$ cat src/rtl/spi_fl_prog_seq_if.sv
// Request handshake and SPI flash master controller bus of the program/erase sequencer.
// The master modport is the sequencer; the slave modport is the CPU side plus the flash master.
interface spi_fl_prog_seq_if;
  logic        req_valid;
  logic        req_erase;
  logic [23:0] req_addr;
  logic [31:0] req_wdata;
  logic        req_ready;
  logic        done;
  logic        error;
  logic [7:0]  status_out;
  logic [7:0]  m_command;
  logic [23:0] m_address;
  logic [31:0] m_data_in;
  logic [2:0]  m_commtype;
  logic [6:0]  m_ndata_bits;
  logic [3:0]  m_dummy_cycles;
  logic [9:0]  m_frame_struct;
  logic [1:0]  m_xipbit_en;
  logic [1:0]  m_spimode;
  logic        m_manualframe_en;
  logic        m_validflag;
  logic        m_tready;
  logic        m_validflag_out;
  logic [31:0] m_data_out;

  modport master (
    input  req_valid, req_erase, req_addr, req_wdata,
    output req_ready, done, error, status_out,
    output m_command, m_address, m_data_in, m_commtype, m_ndata_bits,
    output m_dummy_cycles, m_frame_struct, m_xipbit_en, m_spimode, m_manualframe_en,
    output m_validflag,
    input  m_tready, m_validflag_out, m_data_out
  );

  modport slave (
    output req_valid, req_erase, req_addr, req_wdata,
    input  req_ready, done, error, status_out,
    input  m_command, m_address, m_data_in, m_commtype, m_ndata_bits,
    input  m_dummy_cycles, m_frame_struct, m_xipbit_en, m_spimode, m_manualframe_en,
    input  m_validflag,
    output m_tready, m_validflag_out, m_data_out
  );
endinterface

$ cat src/rtl/spi_fl_prog_seq.sv
// Turns one program/erase request into WREN, PAGE PROGRAM or SECTOR ERASE, then RDSR polling
// until WIP clears, driving the SPI flash master controller interface.
module spi_fl_prog_seq #(
  parameter logic [2:0]  CT_CMD    = 3'b000,
  parameter logic [2:0]  CT_ADDR   = 3'b001,
  parameter logic [2:0]  CT_TX     = 3'b011,
  parameter logic [2:0]  CT_RX     = 3'b010,
  parameter logic [15:0] MAX_POLLS = 16'd50000,
  parameter logic [7:0]  BUSY_TO   = 8'd16
) (
  input logic               clk,
  input logic               rst,
  spi_fl_prog_seq_if.master bus
);
  localparam logic [7:0] CMD_WREN = 8'h06;
  localparam logic [7:0] CMD_PP   = 8'h02;
  localparam logic [7:0] CMD_SE   = 8'h20;
  localparam logic [7:0] CMD_RDSR = 8'h05;

  typedef enum logic [3:0] {
    S_IDLE, S_WREN, S_WREN_WAIT, S_OP, S_OP_WAIT, S_RDSR, S_RDSR_WAIT, S_CHECK, S_DONE
  } state_t;

  typedef struct packed {
    logic [7:0]  cmd;
    logic [2:0]  ct;
    logic [23:0] addr;
    logic [31:0] data;
    logic [6:0]  nbits;
  } frame_t;

  function automatic frame_t mk_frame(input logic [7:0] cmd, input logic [2:0] ct,
                                      input logic [23:0] addr, input logic [31:0] data,
                                      input logic [6:0] nbits);
    frame_t f;
    f.cmd   = cmd;
    f.ct    = ct;
    f.addr  = addr;
    f.data  = data;
    f.nbits = nbits;
    return f;
  endfunction

  state_t      state;
  frame_t      frame;
  logic        erase_q;
  logic [23:0] addr_q;
  logic [31:0] wdata_q;
  logic        seen_busy;
  logic [7:0]  busy_cnt;
  logic [15:0] poll_cnt;
  logic        ready;
  logic        done;
  logic        error;
  logic        vflag;
  logic [7:0]  status;
  logic        unused_data_hi;

  assign unused_data_hi = ^bus.m_data_out[31:8];

  assign bus.req_ready        = ready;
  assign bus.done             = done;
  assign bus.error            = error;
  assign bus.status_out       = status;
  assign bus.m_command        = frame.cmd;
  assign bus.m_address        = frame.addr;
  assign bus.m_data_in        = frame.data;
  assign bus.m_commtype       = frame.ct;
  assign bus.m_ndata_bits     = frame.nbits;
  assign bus.m_dummy_cycles   = 4'd0;
  assign bus.m_frame_struct   = 10'h0;
  assign bus.m_xipbit_en      = 2'b00;
  assign bus.m_spimode        = 2'b00;
  assign bus.m_manualframe_en = 1'b0;
  assign bus.m_validflag      = vflag;

  // Frame fields are loaded on entry to an issue state and held until the next step,
  // so they stay stable for the whole master transaction.
  always_ff @(posedge clk) begin
    if (rst) begin
      state     <= S_IDLE;
      frame     <= '0;
      erase_q   <= 1'b0;
      addr_q    <= '0;
      wdata_q   <= '0;
      seen_busy <= 1'b0;
      busy_cnt  <= '0;
      poll_cnt  <= '0;
      ready     <= 1'b1;
      done      <= 1'b0;
      error     <= 1'b0;
      vflag     <= 1'b0;
      status    <= '0;
    end else begin
      done  <= 1'b0;
      vflag <= 1'b0;
      case (state)
        S_IDLE: begin
          if (bus.req_valid) begin
            erase_q <= bus.req_erase;
            addr_q  <= bus.req_addr;
            wdata_q <= bus.req_wdata;
            ready   <= 1'b0;
            error   <= 1'b0;
            frame   <= mk_frame(CMD_WREN, CT_CMD, '0, '0, 7'd0);
            state   <= S_WREN;
          end
        end
        S_WREN, S_OP, S_RDSR: begin
          if (bus.m_tready) begin
            vflag     <= 1'b1;
            seen_busy <= 1'b0;
            busy_cnt  <= '0;
            state     <= (state == S_WREN) ? S_WREN_WAIT :
                         (state == S_OP)   ? S_OP_WAIT   : S_RDSR_WAIT;
          end
        end
        S_WREN_WAIT, S_OP_WAIT, S_RDSR_WAIT: begin
          // Status capture precedes the move to CHECK even when both arrive together.
          if (state == S_RDSR_WAIT && bus.m_validflag_out) begin
            status <= bus.m_data_out[7:0];
          end
          if (!seen_busy) begin
            if (!bus.m_tready) begin
              seen_busy <= 1'b1;
            end else if (busy_cnt == BUSY_TO - 8'd1) begin
              done  <= 1'b1;
              error <= 1'b1;
              state <= S_DONE;
            end else begin
              busy_cnt <= busy_cnt + 8'd1;
            end
          end else if (bus.m_tready) begin
            case (state)
              S_WREN_WAIT: begin
                frame <= erase_q ? mk_frame(CMD_SE, CT_ADDR, addr_q, '0, 7'd0)
                                 : mk_frame(CMD_PP, CT_TX, addr_q, wdata_q, 7'd32);
                state <= S_OP;
              end
              S_OP_WAIT: begin
                frame <= mk_frame(CMD_RDSR, CT_RX, '0, '0, 7'd8);
                state <= S_RDSR;
              end
              default: state <= S_CHECK;
            endcase
          end
        end
        S_CHECK: begin
          if (!status[0]) begin
            done  <= 1'b1;
            error <= 1'b0;
            state <= S_DONE;
          end else if (poll_cnt == MAX_POLLS - 16'd1) begin
            done  <= 1'b1;
            error <= 1'b1;
            state <= S_DONE;
          end else begin
            poll_cnt <= poll_cnt + 16'd1;
            state    <= S_RDSR;
          end
        end
        S_DONE: begin
          poll_cnt <= '0;
          ready    <= 1'b1;
          state    <= S_IDLE;
        end
        default: state <= S_IDLE;
      endcase
    end
  end
endmodule

$ cat src/flat_wrapper.sv
// flat-port wrapper written by rule: the top's interface ports become plain ports
module spi_fl_prog_seq_flat 
#(
  parameter logic [2:0]  CT_CMD    = 3'b000,
  parameter logic [2:0]  CT_ADDR   = 3'b001,
  parameter logic [2:0]  CT_TX     = 3'b011,
  parameter logic [2:0]  CT_RX     = 3'b010,
  parameter logic [15:0] MAX_POLLS = 16'd50000,
  parameter logic [7:0]  BUSY_TO   = 8'd16
)
  (clk, rst, bus_req_valid, bus_req_erase, bus_req_addr, bus_req_wdata, bus_req_ready, bus_done, bus_error, bus_status_out, bus_m_command, bus_m_address, bus_m_data_in, bus_m_commtype, bus_m_ndata_bits, bus_m_dummy_cycles, bus_m_frame_struct, bus_m_xipbit_en, bus_m_spimode, bus_m_manualframe_en, bus_m_validflag, bus_m_tready, bus_m_validflag_out, bus_m_data_out);
  spi_fl_prog_seq_if bus_i ();
  input logic clk;
  input logic rst;
  input wire logic [$bits(bus_i.req_valid)-1:0] bus_req_valid;
  input wire logic [$bits(bus_i.req_erase)-1:0] bus_req_erase;
  input wire logic [$bits(bus_i.req_addr)-1:0] bus_req_addr;
  input wire logic [$bits(bus_i.req_wdata)-1:0] bus_req_wdata;
  output wire logic [$bits(bus_i.req_ready)-1:0] bus_req_ready;
  output wire logic [$bits(bus_i.done)-1:0] bus_done;
  output wire logic [$bits(bus_i.error)-1:0] bus_error;
  output wire logic [$bits(bus_i.status_out)-1:0] bus_status_out;
  output wire logic [$bits(bus_i.m_command)-1:0] bus_m_command;
  output wire logic [$bits(bus_i.m_address)-1:0] bus_m_address;
  output wire logic [$bits(bus_i.m_data_in)-1:0] bus_m_data_in;
  output wire logic [$bits(bus_i.m_commtype)-1:0] bus_m_commtype;
  output wire logic [$bits(bus_i.m_ndata_bits)-1:0] bus_m_ndata_bits;
  output wire logic [$bits(bus_i.m_dummy_cycles)-1:0] bus_m_dummy_cycles;
  output wire logic [$bits(bus_i.m_frame_struct)-1:0] bus_m_frame_struct;
  output wire logic [$bits(bus_i.m_xipbit_en)-1:0] bus_m_xipbit_en;
  output wire logic [$bits(bus_i.m_spimode)-1:0] bus_m_spimode;
  output wire logic [$bits(bus_i.m_manualframe_en)-1:0] bus_m_manualframe_en;
  output wire logic [$bits(bus_i.m_validflag)-1:0] bus_m_validflag;
  input wire logic [$bits(bus_i.m_tready)-1:0] bus_m_tready;
  input wire logic [$bits(bus_i.m_validflag_out)-1:0] bus_m_validflag_out;
  input wire logic [$bits(bus_i.m_data_out)-1:0] bus_m_data_out;
  assign bus_i.req_valid = bus_req_valid;
  assign bus_i.req_erase = bus_req_erase;
  assign bus_i.req_addr = bus_req_addr;
  assign bus_i.req_wdata = bus_req_wdata;
  assign bus_req_ready = bus_i.req_ready;
  assign bus_done = bus_i.done;
  assign bus_error = bus_i.error;
  assign bus_status_out = bus_i.status_out;
  assign bus_m_command = bus_i.m_command;
  assign bus_m_address = bus_i.m_address;
  assign bus_m_data_in = bus_i.m_data_in;
  assign bus_m_commtype = bus_i.m_commtype;
  assign bus_m_ndata_bits = bus_i.m_ndata_bits;
  assign bus_m_dummy_cycles = bus_i.m_dummy_cycles;
  assign bus_m_frame_struct = bus_i.m_frame_struct;
  assign bus_m_xipbit_en = bus_i.m_xipbit_en;
  assign bus_m_spimode = bus_i.m_spimode;
  assign bus_m_manualframe_en = bus_i.m_manualframe_en;
  assign bus_m_validflag = bus_i.m_validflag;
  assign bus_i.m_tready = bus_m_tready;
  assign bus_i.m_validflag_out = bus_m_validflag_out;
  assign bus_i.m_data_out = bus_m_data_out;
  spi_fl_prog_seq #(.CT_CMD(CT_CMD), .CT_ADDR(CT_ADDR), .CT_TX(CT_TX), .CT_RX(CT_RX), .MAX_POLLS(MAX_POLLS), .BUSY_TO(BUSY_TO)) u_core (.clk(clk), .rst(rst), .bus(bus_i));
endmodule
$ cat config.mk
export PLATFORM = sky130hd
export DESIGN_NAME = spi_fl_prog_seq_flat
export DESIGN_NICKNAME = d
export VERILOG_FILES = /design/src/rtl/spi_fl_prog_seq_if.sv /design/src/rtl/spi_fl_prog_seq.sv /design/src/flat_wrapper.sv
export SDC_FILE = /design/constraint.sdc
export NUM_CORES = 1
export LEC_CHECK = 0
export ABC_AREA = 1
export CAP_MARGIN = 5
export CORE_MARGIN = 2
export CORE_UTILIZATION = 43
export CTS_CLUSTER_DIAMETER = 200
export DETAILED_ROUTE_END_ITERATION = 12
export HOLD_SLACK_MARGIN = 0.12
export PLACE_DENSITY_LB_ADDON = 0.05
export SETUP_SLACK_MARGIN = 0.4
export SLEW_MARGIN = 20
export SYNTH_ARGS = -nofsm -noshare
export SYNTH_HDL_FRONTEND = slang
export SYNTH_SLANG_ARGS = --single-unit
export TNS_END_PERCENT = 20
$ cat constraint.sdc
create_clock -name clk -period 1.35 [get_ports clk]
set_input_delay 0.135 -clock clk [delete_from_list [all_inputs] [get_ports clk]]
set_output_delay 0.135 -clock clk [all_outputs]
set_load 0.05 [all_outputs]
==> qor.yml <==
global_routing:
  gr-total-overflow: 0
  gr-usage-all-layers_pct: 24.9
  first_global_vias: 6666
  antenna_found_initial: 0
  grt_max_degree: 51
  grt_pass1_wl_um: 33500
critical_path:
  crit_type: "flip-flop to flip-flop"
  crit_family: "simple AND/OR/NAND/NOR gates"
  rrSetupSlack_ns: -0.32
  slowest_delay_ns: 0.37
  worstPathMaxFanout: 9
  cp.arrival_ns: 2.02
  crit_path_top_delay_cell: "dfxtp_4"
  cp.required_ns: 1.70
  cp_cell_sequence: "inv_4, nand2_2, nor2_4, nor2_4, nor2_4, nor2_4, buf_12, nand2_8, clkbuf_16, nand2_1, a21oi_1"
  crit_top_cell: "nor2_4"
  endpoint_kind: "flip-flop"
  path_buf_inv: 3
  cp-start-kind: "flip-flop"
logic_synthesis:
  syn_area_sq_um: 6950
  synth_fa_ha_area_share_pct: 0.360
  yosysSeqAreaShare_pct: 46.4
  synth_cells: 950
  synth_compound_area_share_pct: 13.4
  synth.mux.area_fraction_pct: 0
  synthXorXnorAreaFrac_pct: 0.504
  yosys_warnings: 0
  synth.area.top_cells: "dfxtp_1 (46%), nor2_1 (9.4%), nand2_1 (8.8%)"
  yosysTopAreaCellShare_pct: 46.4
  synthSimpleGateAreaFrac_pct: 28.9
  synth.avg_cell_area_sq_um: 7.31
  synth_top_family_by_area: "simple AND/OR/NAND/NOR gates"
  yosys.cell_types.count: 29
  yosysTopAreaCell: "dfxtp_1"
  ys_seq_elements: 161
clocking:
  cts_tree: "yes"
  hold_buffers: 0
  numCtsBuffers: 17
  clk_latency_ns: 0.43
  cts_buffer_depth: 2
  root_buffer: "clkbuf_16"
  htreeDepth: 4
  cts_num_sinks: 161
  clk_pin_slew_ns: 0.06
floorplan:
  die-area_sq_um: 17200
  start_util_pct: 43.9
  die_x_um: 131
  core_area_sq_um: 15800
  chipHeight_um: 131
  num_io_pins: 199
  rows: 46
timing:
  layout_setup_ws_ns: -0.319
  drv_slew: 0
  fin_skew_ns: 0.0127
  rsz0062_at_grt: "yes"
  fmax_ghz: 0.599
  holdWs_ns: 0.159
  hold_violations: 0
  min_period_over_period_pct: 124
  setup_viol: 153
  min_period_ns: 1.67
finish:
  diodes: 0
  drive_gt1_share_pct: 26.0
  final_cell_area_sq_um: 11100
  final_nets: 1266
  synthToLayoutAreaGrowth_pct: 60.4
detailed_routing:
  drt_iter0_drc: 588
  drc_errors: 0
  drt_pass1_iterations: 5
  top_layer: "met4"
  vias: 7097
  met2WireLength_um: 10600
  drt-vias-per-instance: 5.07
  final_antenna_net_count: 0
  wl_per_cell_um: 15.7
  routed_wl_um: 21900
  dr_wl_met3_um: 1380
  wl_met1_um: 9650
run:
  cap_violations: 0
placement:
  postPlaceCellArea_sq_um: 9920
  gp_congestion: 0.887
  hpwl_um: 13600
  io_buffers: 145
pwr:
  p_per_area_nw_per_um2: 1870
  p_leak_nw: 4.43
  ir_drop_v: 0.00118
run_status:
  violations: "setup timing"
  status: "finished, violations left"
worst_hold_path:
  min_path_type: "primary input to flip-flop"
==> registers in the layout (all words and copies together), names as in the netlist <==
name / flops
u_core.bus.m_command: 3
u_core.seen_busy: 1
u_core.bus.m_commtype: 2
u_core.busy_cnt: 8
u_core.bus.m_data_in: 32
u_core.wdata_q: 32
u_core.state: 4
u_core.bus.done: 1
u_core.addr_q: 24
u_core.bus.m_address: 24
u_core.bus.error: 1
u_core.bus.m_ndata_bits: 2
u_core.poll_cnt: 16
u_core.bus.m_validflag: 1
u_core.bus.req_ready: 1
u_core.erase_q: 1
u_core.bus.status_out: 8
==> cell usage in the layout, fill, tap and decap left out, drive strengths merged, types with 2 or more instances in the layout <==
cell,n
conb,29
or2,2
a21oi,102
clkbuf,25
dfxtp,161
ha,2
nand4,70
buf,185
o21ai,76
xor2,4
inv,63
nor2,180
bufinv,3
nor3,11
nand3,23
clkinv,2
nand2,171
clkdlybuf4s50,68
==> tightest hold or removal path: stages <==
cell     delay, ns
buf_2         0.17
nor2_2        0.06
buf_4         0.12
nand2_1       0.05
==> synthesized netlist by cell type, drive strengths merged <==
master and instances:
nand3 23, nand4 70, a21oi 102, clkbuf 29, inv 54, conb 1
o211ai 1, nand2 170, nor3 11, o21bai 1, nor2 180, or2 2
buf 59, o31ai 1, a211oi 1, dfxtp 161, o21ai 76, a221oi 1
nor3b 1, xor2 4, ha 2
==> per-layer routing <==
layer  vias up  GRT usage, %
met5         -             0
met1      3317          32.6
li1       3535             -
met4         0          6.82
met3        20          6.66
met2       225          40.8
==> path summary, 6_finish.rpt <==
check,startpoint,endpoint,cells after the start
worst min register to register,u_core.wdata_q[11],u_core.wdata_q[11],2
worst min-delay path,rst,u_core.bus.req_ready,4
worst max register to register,u_core.state[0],u_core.bus.m_address[18],11
worst max-delay path,u_core.state[0],u_core.bus.m_address[18],11
==> per-stage QoR <==
step / util, % / TNS [ns] / instances / total power [mW] / setup WS, ns
after floorplan: - / -5.03 / 978 / 10.3 / -0.0541
after global placement: 62.7 / -23.35 / 1344 / 13.0 / -0.262
after detailed placement: 62.7 / -22.49 / 1344 / 13.1 / -0.290
after CTS: 68.5 / -20.65 / 1390 / 19.5 / -0.236
after global routing: 70.4 / -41.17 / 1399 / 21.7 / -0.400
final: 70.4 / -25.49 / 1399 / 20.8 / -0.319
==> cell type report <==
cell class,count,area (sq um)
Fill cell,1256,4690
Timing Repair Buffer,260,3470
Multi-Input combinational cell,676,3310
Sequential cell,161,3250
Clock buffer,18,429
Tap cell,216,270
Inverter,54,218
Clock inverter,14,190
==> repair_timing <==
item	in CTS	in global routing
pin swaps	6	25
setup endpoints to repair	237	237
setup buffers	9	2
resized for setup	49	39
cloned	5	7
==> logic make-up (layout without fill, tap and decap cells) <==
| kind of cell | count (synthesis) | after routing |
|---|---|---|
| other | 1 | 29 |
| buffers and inverters | 142 | 346 |
| DFF | 161 | 161 |
| adders and majority gates | 2 | 2 |
| and+or+nand+nor | 457 | 458 |
| xor gates and xnor gates | 4 | 4 |
| AOI/OAI and AO/OA | 183 | 183 |
==> report_power, final <==
part | leakage (nW) | switching (mW) | internal [mW]
clock network | 0.308 | 2.12 | 2.99
registers | 1.32 | 0.510 | 5.48
logic | 2.80 | 5.33 | 4.36
total | 4.43 | 7.95 | 12.8
Note: power is estimated with default switching activity, not from simulation.
